### config.mk
export PLATFORM = sky130hd
export DESIGN_NAME = pipeline_hazard_ctrl
export DESIGN_NICKNAME = d
export VERILOG_FILES = /design/src/rtl/pipeline_ctrl_pkg.sv /design/src/rtl/pipeline_hazard_ctrl_load_use_cmp.sv /design/src/rtl/pipeline_hazard_ctrl.sv
export SDC_FILE = /design/constraint.sdc
export NUM_CORES = 1
export LEC_CHECK = 0
export CAP_MARGIN = 15
export CORE_MARGIN = 2
export CORE_UTILIZATION = 40
export DETAILED_ROUTE_END_ITERATION = 10
export GPL_ROUTABILITY_DRIVEN = 0
export PLACE_DENSITY = 0.71
export RECOVER_POWER = 100
export SLEW_MARGIN = 20
export SYNTH_ARGS = -nofsm -noshare
export SYNTH_HDL_FRONTEND = slang
export SYNTH_SLANG_ARGS = --single-unit
### constraint.sdc
create_clock -name clk_i -period 3.1 [get_ports clk_i]
set_input_delay 0.62 -clock clk_i [delete_from_list [all_inputs] [get_ports clk_i]]
set_output_delay 0.62 -clock clk_i [all_outputs]
set_load 0.01 [all_outputs]
### src/rtl/pipeline_ctrl_pkg.sv
// Shared types and constants for the pipeline stall/flush controller.
// Holds the controller state enum, bubble-count limits and register width.
package pipeline_ctrl_pkg;

  typedef enum logic [1:0] {
    RUN      = 2'd0,
    LU_WAIT  = 2'd1,
    MEM_WAIT = 2'd2
  } ctrl_state_e;

  localparam int LU_MIN = 1;
  localparam int LU_MAX = 3;
  localparam int REG_AW = 5;

  // Keeps an out-of-range bubble request inside the supported window.
  function automatic int lu_clamp(input int n);
    if (n < LU_MIN) return LU_MIN;
    if (n > LU_MAX) return LU_MAX;
    return n;
  endfunction

endpackage

### src/rtl/pipeline_hazard_ctrl_load_use_cmp.sv
// load_use_cmp: combinational load-use hit detector.
// In: EX load flag/rd, ID rs1/rs2 and use flags. Out: luHit_o.
module load_use_cmp
  import pipeline_ctrl_pkg::*;
(
  input  logic              ex_memRead_i,
  input  logic [REG_AW-1:0] ex_rd_i,
  input  logic [REG_AW-1:0] id_rs1_i,
  input  logic [REG_AW-1:0] id_rs2_i,
  input  logic              id_uses_rs1_i,
  input  logic              id_uses_rs2_i,
  output logic              luHit_o
);

  logic rdValid;
  logic rs1Hit;
  logic rs2Hit;

  // x0 is hardwired zero, so a load to it never creates a dependency.
  assign rdValid = ex_memRead_i & (ex_rd_i != '0);
  assign rs1Hit  = id_uses_rs1_i & (id_rs1_i == ex_rd_i);
  assign rs2Hit  = id_uses_rs2_i & (id_rs2_i == ex_rd_i);
  assign luHit_o = rdValid & (rs1Hit | rs2Hit);

endmodule

### src/rtl/pipeline_hazard_ctrl.sv
// pipeline_hazard_ctrl: stall/flush controller for the 5-stage pipeline.
// In: clk_i, rst_i (sync, active-high), ID source regs/use flags, EX load
//   info, branchTaken_i, dmem_req_i/dmem_ack_i.
// Out: stall_o, hazardDetected_o, IFFlush_o, pcWrite_o, idexBubble_o,
//   stallCycles_o and flushCount_o (saturating statistics).
module pipeline_hazard_ctrl
  import pipeline_ctrl_pkg::*;
#(
  parameter int LU_BUBBLES = 1,
  parameter int CNT_W      = 32
) (
  input  logic              clk_i,
  input  logic              rst_i,
  input  logic [REG_AW-1:0] id_rs1_i,
  input  logic [REG_AW-1:0] id_rs2_i,
  input  logic              id_uses_rs1_i,
  input  logic              id_uses_rs2_i,
  input  logic              ex_memRead_i,
  input  logic [REG_AW-1:0] ex_rd_i,
  input  logic              branchTaken_i,
  input  logic              dmem_req_i,
  input  logic              dmem_ack_i,
  output logic              stall_o,
  output logic              hazardDetected_o,
  output logic              IFFlush_o,
  output logic              pcWrite_o,
  output logic              idexBubble_o,
  output logic [CNT_W-1:0]  stallCycles_o,
  output logic [CNT_W-1:0]  flushCount_o
);

  localparam int         LU_N      = lu_clamp(LU_BUBBLES);
  localparam logic [1:0] LU_RELOAD = 2'(LU_N - 1);
  localparam logic [CNT_W-1:0] CNT_ONE = CNT_W'(1);

  ctrl_state_e      state_q, state_d;
  logic [1:0]       luCnt_q, luCnt_d;
  logic             flushPending_q, flushPending_d;
  logic [CNT_W-1:0] stallCnt_q, stallCnt_d;
  logic [CNT_W-1:0] flushCnt_q, flushCnt_d;

  logic luHit;
  logic memWait;
  logic flushWant;

  load_use_cmp u_lu_cmp (
    .ex_memRead_i  (ex_memRead_i),
    .ex_rd_i       (ex_rd_i),
    .id_rs1_i      (id_rs1_i),
    .id_rs2_i      (id_rs2_i),
    .id_uses_rs1_i (id_uses_rs1_i),
    .id_uses_rs2_i (id_uses_rs2_i),
    .luHit_o       (luHit)
  );

  // Ack in the request cycle is a zero-wait access.
  assign memWait   = dmem_req_i & ~dmem_ack_i;
  assign flushWant = branchTaken_i | flushPending_q;

  always_comb begin
    state_d          = state_q;
    luCnt_d          = luCnt_q;
    stall_o          = 1'b0;
    hazardDetected_o = 1'b0;
    IFFlush_o        = 1'b0;
    idexBubble_o     = 1'b0;
    pcWrite_o        = 1'b1;

    unique case (state_q)
      RUN: begin
        if (memWait) begin
          stall_o   = 1'b1;
          pcWrite_o = 1'b0;
          state_d   = MEM_WAIT;
        end else if (luHit) begin
          hazardDetected_o = 1'b1;
          idexBubble_o     = 1'b1;
          pcWrite_o        = 1'b0;
          if (LU_N > 1) begin
            state_d = LU_WAIT;
            luCnt_d = LU_RELOAD;
          end
        end else if (flushWant) begin
          IFFlush_o = 1'b1;
        end
      end

      LU_WAIT: begin
        // A memory wait freezes everything; the owed bubbles resume later.
        if (memWait) begin
          stall_o   = 1'b1;
          pcWrite_o = 1'b0;
          state_d   = MEM_WAIT;
        end else begin
          hazardDetected_o = 1'b1;
          idexBubble_o     = 1'b1;
          pcWrite_o        = 1'b0;
          luCnt_d          = luCnt_q - 2'd1;
          if (luCnt_q <= 2'd1) begin
            state_d = RUN;
            luCnt_d = 2'd0;
          end
        end
      end

      MEM_WAIT: begin
        stall_o   = ~dmem_ack_i;
        pcWrite_o = dmem_ack_i;
        if (dmem_ack_i) begin
          state_d = (luCnt_q != 2'd0) ? LU_WAIT : RUN;
        end
      end

      default: begin
        state_d = RUN;
        luCnt_d = 2'd0;
      end
    endcase

    if (rst_i) begin
      stall_o          = 1'b0;
      hazardDetected_o = 1'b0;
      IFFlush_o        = 1'b0;
      idexBubble_o     = 1'b0;
      pcWrite_o        = 1'b1;
    end
  end

  // A branch that cannot flush now (stall, bubble or ack cycle) is held
  // until the first cycle IF/ID will accept the clear.
  assign flushPending_d = flushWant & ~IFFlush_o;

  always_comb begin
    stallCnt_d = stallCnt_q;
    flushCnt_d = flushCnt_q;
    if ((stall_o | hazardDetected_o) && (stallCnt_q != '1)) begin
      stallCnt_d = stallCnt_q + CNT_ONE;
    end
    if (IFFlush_o && (flushCnt_q != '1)) begin
      flushCnt_d = flushCnt_q + CNT_ONE;
    end
  end

  always_ff @(posedge clk_i) begin
    if (rst_i) begin
      state_q        <= RUN;
      luCnt_q        <= 2'd0;
      flushPending_q <= 1'b0;
      stallCnt_q     <= '0;
      flushCnt_q     <= '0;
    end else begin
      state_q        <= state_d;
      luCnt_q        <= luCnt_d;
      flushPending_q <= flushPending_d;
      stallCnt_q     <= stallCnt_d;
      flushCnt_q     <= flushCnt_d;
    end
  end

  assign stallCycles_o = stallCnt_q;
  assign flushCount_o  = flushCnt_q;

endmodule
== After elaboration in Yosys (flattened, before gate mapping) ==
Cells that the tools add are included.

* Register bits after elaboration: 69
* Input port bits: 23
* Logic and storage cells: 66

* Add/subtract/negate cells: 3
* Order comparisons: 1
* Equal/unequal tests: 10
* Mux-type cells: 26
* Bitwise logic cells: 12
* Reduce and logical (&&, ||, !) cells: 9

{| class="wikitable"
|+ Operators with widths
! cell !! count
|-
| adder 32 x 1 -> 32 bit (second input constant) || 2
|-
| inequality test 32 bit (second input constant) || 2
|-
| two-way mux 1 bit || 15
|-
| two-way mux 2 bit || 6
|-
| equality test 5 bit || 2
|-
| bitwise AND 1 bit || 6
|-
| inequality test 2 bit (second input constant) || 3
|-
| one-hot mux 2 bit (3 select lines) || 1
|-
| nonzero test 5 bit || 1
|-
| one-hot mux 1 bit (2 select lines) || 2
|-
| one-hot mux 2 bit (2 select lines) || 1
|-
| OR reduction 2 bit || 2
|-
| inequality test 3 bit (second input constant) || 1
|-
| inverter 1 bit || 3
|-
| bitwise OR 1 bit || 3
|-
| one-hot mux 1 bit (3 select lines) || 1
|-
| AND reduction 3 bit || 1
|-
| equality test 2 x 1 -> 1 bit (second input constant) || 1
|-
| equality test 2 bit (second input constant) || 1
|-
| <= comparator 2 x 1 -> 1 bit (second input constant) || 1
|-
| logical AND 1 bit || 2
|-
| logical NOT 2 bit || 1
|-
| AND reduction 2 bit || 1
|-
| nonzero test 2 bit || 1
|-
| subtractor 2 x 1 -> 2 bit (second input constant) || 1
|}

== Logic depth before layout (Yosys ltp) ==
Gate-level depths: netlist of the first run.

* Word-level depth: 10
* Depth in mapped cells: 11

== Modules after synthesis ==
Synthesis of the first run repeated with hierarchy kept, for this count alone.

* Cells, all modules: 456
* Area, all modules: 3,861.2 um^2

{| class="wikitable"
|+ Modules (own cells, without submodules)
! module !! times used !! cells each !! area an instance (um^2) !! seq. area each (um^2)
|-
| pipeline_hazard_ctrl || 1 || 439 || 3,727.3 || 1,381.3
|-
| load_use_cmp || 1 || 17 || 133.9 || 0.0
|}

== Worst setup path before layout of the first run ==
No wires, ideal clock.

* Kind: in2out
* Start point: in ex_rd_i[3]
* End point: out idexBubble_o
* Arrival time: 1.998 ns
* Required time: 2.480 ns
* Setup slack: 0.482 ns
* Cell stages on the path: 7
* Path buffers: 1
* Cell sequence: xor2_1 -> nor4_1 -> a32oi_1 -> nor2_1 -> nor2_1 -> nor4_1 -> buf_4

* Cells in the longest elaborated chain, start to end: 8
* Elaborated cells between the ends (all ways): 12
* Those cells by class: eq/ne: 2; mux: 4; bitwise: 5; reduce/logical: 1

{| class="wikitable"
|+ Ends and longest elaborated chain
! element !! RTL line !! source
|-
| from (decl) || pipeline_hazard_ctrl.sv:19 || <nowiki>input logic [REG_AW-1:0] ex_rd_i,</nowiki>
|-
| equality test 5 bit, on equally long branches || pipeline_hazard_ctrl_load_use_cmp.sv:21, pipeline_hazard_ctrl_load_use_cmp.sv:22 ||
|-
| bitwise AND 1 bit, on equally long branches || pipeline_hazard_ctrl_load_use_cmp.sv:21, pipeline_hazard_ctrl_load_use_cmp.sv:22 ||
|-
| bitwise OR 1 bit || pipeline_hazard_ctrl_load_use_cmp.sv:23 || <nowiki>assign luHit_o = rdValid & (rs1Hit | rs2Hit);</nowiki>
|-
| bitwise AND 1 bit (*) || pipeline_hazard_ctrl_load_use_cmp.sv:23 ||
|-
| two-way mux 1 bit (*) (2 in a row) || n/a ||
|-
| one-hot mux 1 bit (2 select lines) (*) || n/a ||
|-
| two-way mux 1 bit (*) || n/a ||
|-
| to (decl) || pipeline_hazard_ctrl.sv:27 || <nowiki>output logic idexBubble_o,</nowiki>
|}

Mark *: on every way between the ends. The rest lies on a longest branch, timed or not.

== Worst setup path after layout of the first run ==
* Start point: in ex_rd_i[0]
* End point: out IFFlush_o

* Cells in the longest elaborated chain, start to end: 8
* Elaborated cells between the ends (all ways): 12
* Those cells by class: eq/ne: 2; mux: 4; bitwise: 5; reduce/logical: 1

{| class="wikitable"
|+ Ends and longest elaborated chain
! element !! RTL line !! source
|-
| equality test 5 bit, on equally long branches || pipeline_hazard_ctrl_load_use_cmp.sv:21, pipeline_hazard_ctrl_load_use_cmp.sv:22 ||
|-
| bitwise AND 1 bit, on equally long branches || pipeline_hazard_ctrl_load_use_cmp.sv:21, pipeline_hazard_ctrl_load_use_cmp.sv:22 ||
|-
| bitwise OR 1 bit || pipeline_hazard_ctrl_load_use_cmp.sv:23 ||
|-
| bitwise AND 1 bit (*) || pipeline_hazard_ctrl_load_use_cmp.sv:23 ||
|-
| two-way mux 1 bit (*) || pipeline_hazard_ctrl.sv:75 || <nowiki>end else if (luHit) begin</nowiki>
|-
| two-way mux 1 bit (*) || pipeline_hazard_ctrl.sv:71 || <nowiki>if (memWait) begin</nowiki>
|-
| two-way mux 1 bit (*) || pipeline_hazard_ctrl.sv:69 || <nowiki>unique case (state_q)</nowiki>
|-
| two-way mux 1 bit (*) || pipeline_hazard_ctrl.sv:120 || <nowiki>if (rst_i) begin</nowiki>
|-
| to (decl) || pipeline_hazard_ctrl.sv:25 || <nowiki>output logic IFFlush_o,</nowiki>
|}

Marked as above.

==> results_dict.tcl, run 1 <==
set metrics [dict create \
    cts_buffers 9 \
    hold_class "reg -> reg" \
    antenna_cells 0 \
    wl_per_cell_um 13.69 \
    fp.dieH_um 98.01 \
    grt_antenna_before_repair 0 \
    num_io_pins 92 \
    grt_setup_unrepaired "no" \
    wl_mm 9.009 \
    slew_headroom_pct 68.84 \
    synth_fp_nets 460 \
    finalClockSkew_ns 0.01275 \
    p_total_uw 1813 \
    clkSinkCount 69 \
    ys_warn_count 0 \
    synth-edff-count 0 \
    cp_cell_sequence "clkdlybuf4s50_1 > or4_4 > o21ai_4 > buf_4 > o21ai_4 > inv_1 > dlygate4sd2_1" \
    slowest_stage "or4_4" \
    path_buf_inv 4 \
    grt_max_degree 37 \
    cts_tree "yes" \
    grt_pass1_vias 3294 \
    grt_pass1_wl_mm 15.42 \
    ctsHoldBuffers 0 \
    p_per_area_nw_per_um2 371.0 \
    portBuffers 91 \
    ir_worst_vdd_uv 253.1 \
    via_per_inst 5.331 \
    cts.clk_slew.worst_paths_ns 0.07 \
    synthArstFlopShare_pct 0 \
    slowest_delay_ns 0.57 \
    syn_area_per_cell_um2 8.126 \
    crit_required_ns 2.48 \
    critPathCaptureType "output pin" \
    die_x_um 98.01 \
    crit_arrival_ns 2.37 \
    grt_usage_pct 19.17 \
    ys_seq_area_share_pct 39.08 \
    synthFlopType "dfxtp_1" \
    dp_hpwl_mm 6.505 \
    drtIter0Drc 118 \
    status "finished, final reports clean" \
    final_area_um2 4888 \
    overflow 0 \
    vias 3508 \
    place_area_um2 4681 \
    cpMostUsedCell "o21ai_4" \
    place_inst 641 \
    synthCells 435 \
    finish.utilization_pct 56.61 \
    power.leakage_uw 0.001913 \
    drv_cap 0 \
    dieArea_um2 9605 \
    path_class "in -> out" \
    syn_to_final_growth_pct 38.30 \
    crit_family "buffers and inverters" \
    core_um2 8636 \
    drc_errors 0 \
    drive_gt1_share_pct 9.273 \
    worst_setup_path_start_kind "input pin" \
    crit_fanout 3 \
    nets 570 \
    period_minus_slack_ns 2.986 \
    rows 34 \
    tightest_slew_ns 0.4638 \
    finalMaxSlewViolations 0 \
    first_pass_iters 4 \
    root_buffer "clkbuf_8" \
    mappedNetlistArea_um2 3535 \
    min_period_over_period_pct 96.33 \
    fin_cells 658 \
    start_util_pct 40.93 \
    fmax_ghz 0.3349 \
    synth_cell_types 47 \
    ant_nets 0 \
    ys_seq_elements 69 \
    insertion_delay_ns 0.35 \
    setup_viol 0 \
    hold_violations 0 \
    htreeDepth 3 \
    clk_path_buf_depth 2 \
]
## worst reg2reg max path, stage by stage, from the launching register on
cell     delay [ns]
dfxtp_1        0.47
ha_1           0.23
and2_1         0.34
and3_1         0.21
nand3_1        0.21
nor3_2         0.22
buf_4          0.25
nor2_1         0.07
and3_1         0.19
mux2_2         0.26
## cell families (layout without fill, tap and decap cells)
family / Yosys count / in the layout / synth area share [%]
compound gates: 45 / 45 / 8.107
xor+xnor: 53 / 53 / 13.13
fa+ha+maj: 2 / 2 / 0.7079
buf+inv: 26 / 141 / 3.186
flops: 69 / 69 / 39.08
mux: 4 / 4 / 1.274
simple gates: 236 / 236 / 34.51
## metrics by stage
step	hold slack [ns]	TNS, ns	setup WS (ns)
3_5_place_dp	0.4948	-2.478	-0.2438
2_1_floorplan	0.4853	0	0.4817
5_1_grt	0.5333	0	0.01191
3_3_place_gp	0.4855	-1.667	-0.2217
4_1_cts	0.5053	0	0.02060
6_report	0.5024	0	0.1138
## placed cells by master (no fill, tap or decap), types with 8 or more instances in the layout
cell type / Yosys / layout
a21oi_1: 20 / 20
and3_1: 12 / 12
buf_4: 1 / 17
clkbuf_8: 0 / 10
clkdlybuf4s50_1: 0 / 18
dfxtp_1: 69 / 69
dlygate4sd3_1: 0 / 65
inv_1: 8 / 8
nand2_1: 28 / 28
nand3_1: 39 / 39
nand4_1: 16 / 16
nor2_1: 71 / 71
nor3_1: 16 / 16
nor4_1: 9 / 8
o21ai_0: 8 / 8
xnor2_1: 25 / 25
xor2_1: 28 / 28
## layer usage
layer  global-route usage (%)  routed length [um]  vias to the layer above
met5                        0                   0                        -
met4                    7.585                 150                        0
met3                    4.868                 420                       13
met2                    30.72                4328                       82
met1                    24.79                4109                     1673
li1                         -                   -                     1740
## area by class of cell
| class | count | area [um^2] |
|---|---|---|
| clock buffer | 10 | 137.6 |
| clock inverter | 6 | 70.07 |
| fill | 825 | 3747 |
| inverter | 8 | 30.03 |
| multi-input combinational | 340 | 2052 |
| sequential | 69 | 1381 |
| tap | 108 | 135.1 |
| timing repair buffer | 117 | 1082 |
## state kept, by name, indices dropped and copies added (netlist names)
register        cells
state_q             2
flushPending_q      1
flushCount_o       32
stallCycles_o      32
luCnt_q             2
## synth_stat cells, drive strengths merged, types with 5 or more instances
| cell type | count | share of area [%] |
|---|---|---|
| nor2 | 71 | 7.5 |
| dfxtp | 69 | 39 |
| nand3 | 39 | 5.5 |
| nand2 | 28 | 3.0 |
| xor2 | 28 | 6.9 |
| xnor2 | 25 | 6.2 |
| a21oi | 21 | 3.1 |
| nor3 | 18 | 3.0 |
| nand4 | 16 | 2.8 |
| and3 | 12 | 2.1 |
| clkbuf | 12 | 1.3 |
| o21ai | 10 | 1.8 |
| nor4 | 9 | 1.6 |
| and2 | 8 | 1.4 |
| inv | 8 | 0.85 |
| nor2b | 7 | 1.2 |
| o31ai | 7 | 1.5 |
| or4 | 7 | 1.6 |
| buf | 6 | 1.1 |
| or3 | 5 | 0.88 |
## power breakdown
group          switching, uW  internal [uW]  leakage [uW]
logic                   77.1           67.9       0.00125
clock network            370            401      0.000107
registers               7.39            891      0.000556
## worst paths after layout
| check | endpoint | cells after the start | from | slack [ns] |
|---|---|---|---|---|
| max | IFFlush_o | 7 | ex_rd_i[0] | 0.11 |
| min | flushCount_o[31] | 2 | flushCount_o[31] | 0.50 |
| max reg2reg | flushCount_o[29] | 9 | flushCount_o[0] | 0.55 |
| min reg2reg | flushCount_o[31] | 2 | flushCount_o[31] | 0.50 |
## timing repair
| item | CTS | global route |
|---|---|---|
| pin swaps | 0 | 4 |
| buffers inserted | 0 | 1 |
| endpoints found under the setup margin | 4 | 4 |
| resized for setup | 5 | 6 |
(Power assumes the default switching activity.)
==> run 2, diff against run 1 <==
- clock period: 3.1 -> 2.8 ns (I/O delays scaled with it)
==> results_dict.tcl, run 2 (synthesis gave the netlist of run 1 again) <==
set metrics [dict create \
    cp_cell_sequence "clkdlybuf4s50_1 > nor2b_1 > clkbuf_1 > nor2_1 > nor2_1 > clkdlybuf4s50_1" \
    ant_nets 0 \
    insertion_delay_ns 0.34 \
    slowest_delay_ns 0.54 \
    slew_headroom_pct 72.28 \
    grt_antenna_before_repair 0 \
    wl_per_cell_um 13.68 \
    crit_fanout 4 \
    p_sw_share_pct 25.17 \
    place_inst 646 \
    mostFrequentLayoutCell "nor2_1" \
    p_sw_uw 496.1 \
    setup_viol 0 \
    fmax_ghz 0.3742 \
    hold_path.startpoint "flushCount_o[31]" \
    cts_setup_buffers 0 \
    grt_pass1_wl_mm 15.48 \
    cts_buffers 9 \
    finalMaxSlewViolations 0 \
    portBuffers 91 \
    status "finished, final reports clean" \
    power.leakage_uw 0.001961 \
    num_io_pins 92 \
    core_um2 8636 \
    tns_ns 0 \
    ctsHoldBuffers 0 \
    drc_errors 0 \
    fp.dieH_um 98.01 \
    final_cell_mix "nor2_1, dfxtp_1, dlygate4sd3_1" \
    crit_family "buffers and inverters" \
    cts.clk_slew.worst_paths_ns 0.07 \
    r2r-end "stallCycles_o[29]" \
    start_util_pct 40.93 \
    via_per_inst 5.254 \
    wl_mm 9.058 \
    grt_setup_unrepaired "no" \
    finish.utilization_pct 56.93 \
    internal_power_uw 1475 \
    hold_violations 0 \
    grt_pass1_vias 3315 \
    power_frac_seq_pct 50.4 \
    overflow 0 \
    htreeDepth 3 \
    root_buffer "clkbuf_8" \
    vias 3478 \
    drtIter0Drc 111 \
    rows 34 \
    clk_path_buf_depth 2 \
    worstReg2RegStart "stallCycles_o[0]" \
    hold_class "reg -> reg" \
    die_x_um 98.01 \
    path_class "in -> out" \
    crit_required_ns 2.24 \
    r2r_slack_ns 0.41 \
    worst_setup_path_start_kind "input pin" \
    holdPathEnd "flushCount_o[31]" \
    syn_to_final_growth_pct 39.08 \
    grt_usage_pct 19.28 \
    finalClockSkew_ns 0.01199 \
    period_minus_slack_ns 2.673 \
    r2r_cells 8 \
    min_period_over_period_pct 95.45 \
    nets 574 \
    cts_tree "yes" \
    fin_cells 662 \
    clkSinkCount 69 \
    slowest_stage "clkdlybuf4s50_1" \
    holdPathStages 2 \
    drive_gt1_share_pct 10.29 \
    dp_hpwl_mm 6.566 \
    grt_max_degree 37 \
    path_buf_inv 3 \
    first_pass_iters 5 \
    critPathCaptureType "output pin" \
    tightest_slew_ns 0.4126 \
    pwr-share-clk_pct 41.3 \
    comb_power_share_pct 8.3 \
    p_per_area_nw_per_um2 400.9 \
    ir_worst_vdd_uv 240.5 \
    antenna_cells 0 \
    dieArea_um2 9605 \
    crit_arrival_ns 2.11 \
    drv_cap 0 \
]
run 2: cell count changes in the layout (fill, tap and decap cells not counted), moves of 2 or more:
cell	previous run	this run
buf_4	17	20
xor2_1	28	26
clkinv_2	1	3
clkbuf_1	5	9
dlygate4sd2_1	2	5
clkdlybuf4s50_1	18	10
dlymetal6s2s_1	3	7
xor2_2	0	2
run 2: cell type report:
type,instances,area (um^2)
Multi-Input combinational cell,340,2081
Tap cell,108,135.1
Fill cell,811,3720
Clock inverter,7,71.32
Inverter,8,30.03
Sequential cell,69,1381
Clock buffer,9,123.9
Timing Repair Buffer,121,1094
run 2: per-layer routing:
metal	share of wire (%)	GRT usage (%)	vias to the layer above
met2	48	32.51	102
met5	0	0	-
met4	1.2	6.090	0
li1	-	-	1757
met1	44	24.65	1607
met3	6.7	4.223	12
run 2: worst register-to-register path, cell delays in order (launching register included):
cell and delay [ns]:
dfxtp_1 0.36, ha_1 0.23, and3_1 0.20, and3_1 0.21, and4_1 0.23, a21oi_1 0.19
nand3_1 0.20, nor4_1 0.29, mux2_2 0.37
run 2: how the worst max path moves through the flow:
stage,to,slack [ns],cells after the start,from
floorplan,idexBubble_o,0.30,7,ex_rd_i[3]
global placement,hazardDetected_o,-0.42,8,ex_rd_i[3]
detailed placement,hazardDetected_o,-0.45,8,ex_rd_i[3]
CTS,pcWrite_o,0.01,8,id_rs1_i[3]
global route,hazardDetected_o,0.007,8,ex_rd_i[2]
finish,stall_o,0.13,6,dmem_req_i
run 2: repair_timing:
| action | in CTS | in global routing |
|---|---|---|
| resized for setup | 11 | 20 |
| setup endpoints to repair | 4 | 8 |
| pin swaps | 3 | 7 |
run 2: metrics by stage:
stage          hold slack (ns)  area (um^2)  power (uW)  setup slack, ns
3_5_place_dp            0.4956         4718        1185          -0.4462
5_1_grt                 0.5311         4916        2050         0.006813
3_3_place_gp            0.4866         4718        1183          -0.4175
4_1_cts                 0.5057         4916        1996          0.01336
6_report                0.5032         4916        1971           0.1275
2_1_floorplan           0.4853         3535        1094           0.3017
run 2: power by group through the flow:
stage	registers, uW	logic [uW]	clock network (uW)
after floorplan	1020	77.7	0
after global placement	1020	167	0
after detailed placement	1020	169	0
after CTS	993	167	835
after global routing	995	182	874
final	993	164	814
==> run 3, diff against run 2 <==
- CAP_MARGIN: 15 -> unset
==> results of run 3 <==
No change in the layout: final DEF, timing and power equal those of run 2.
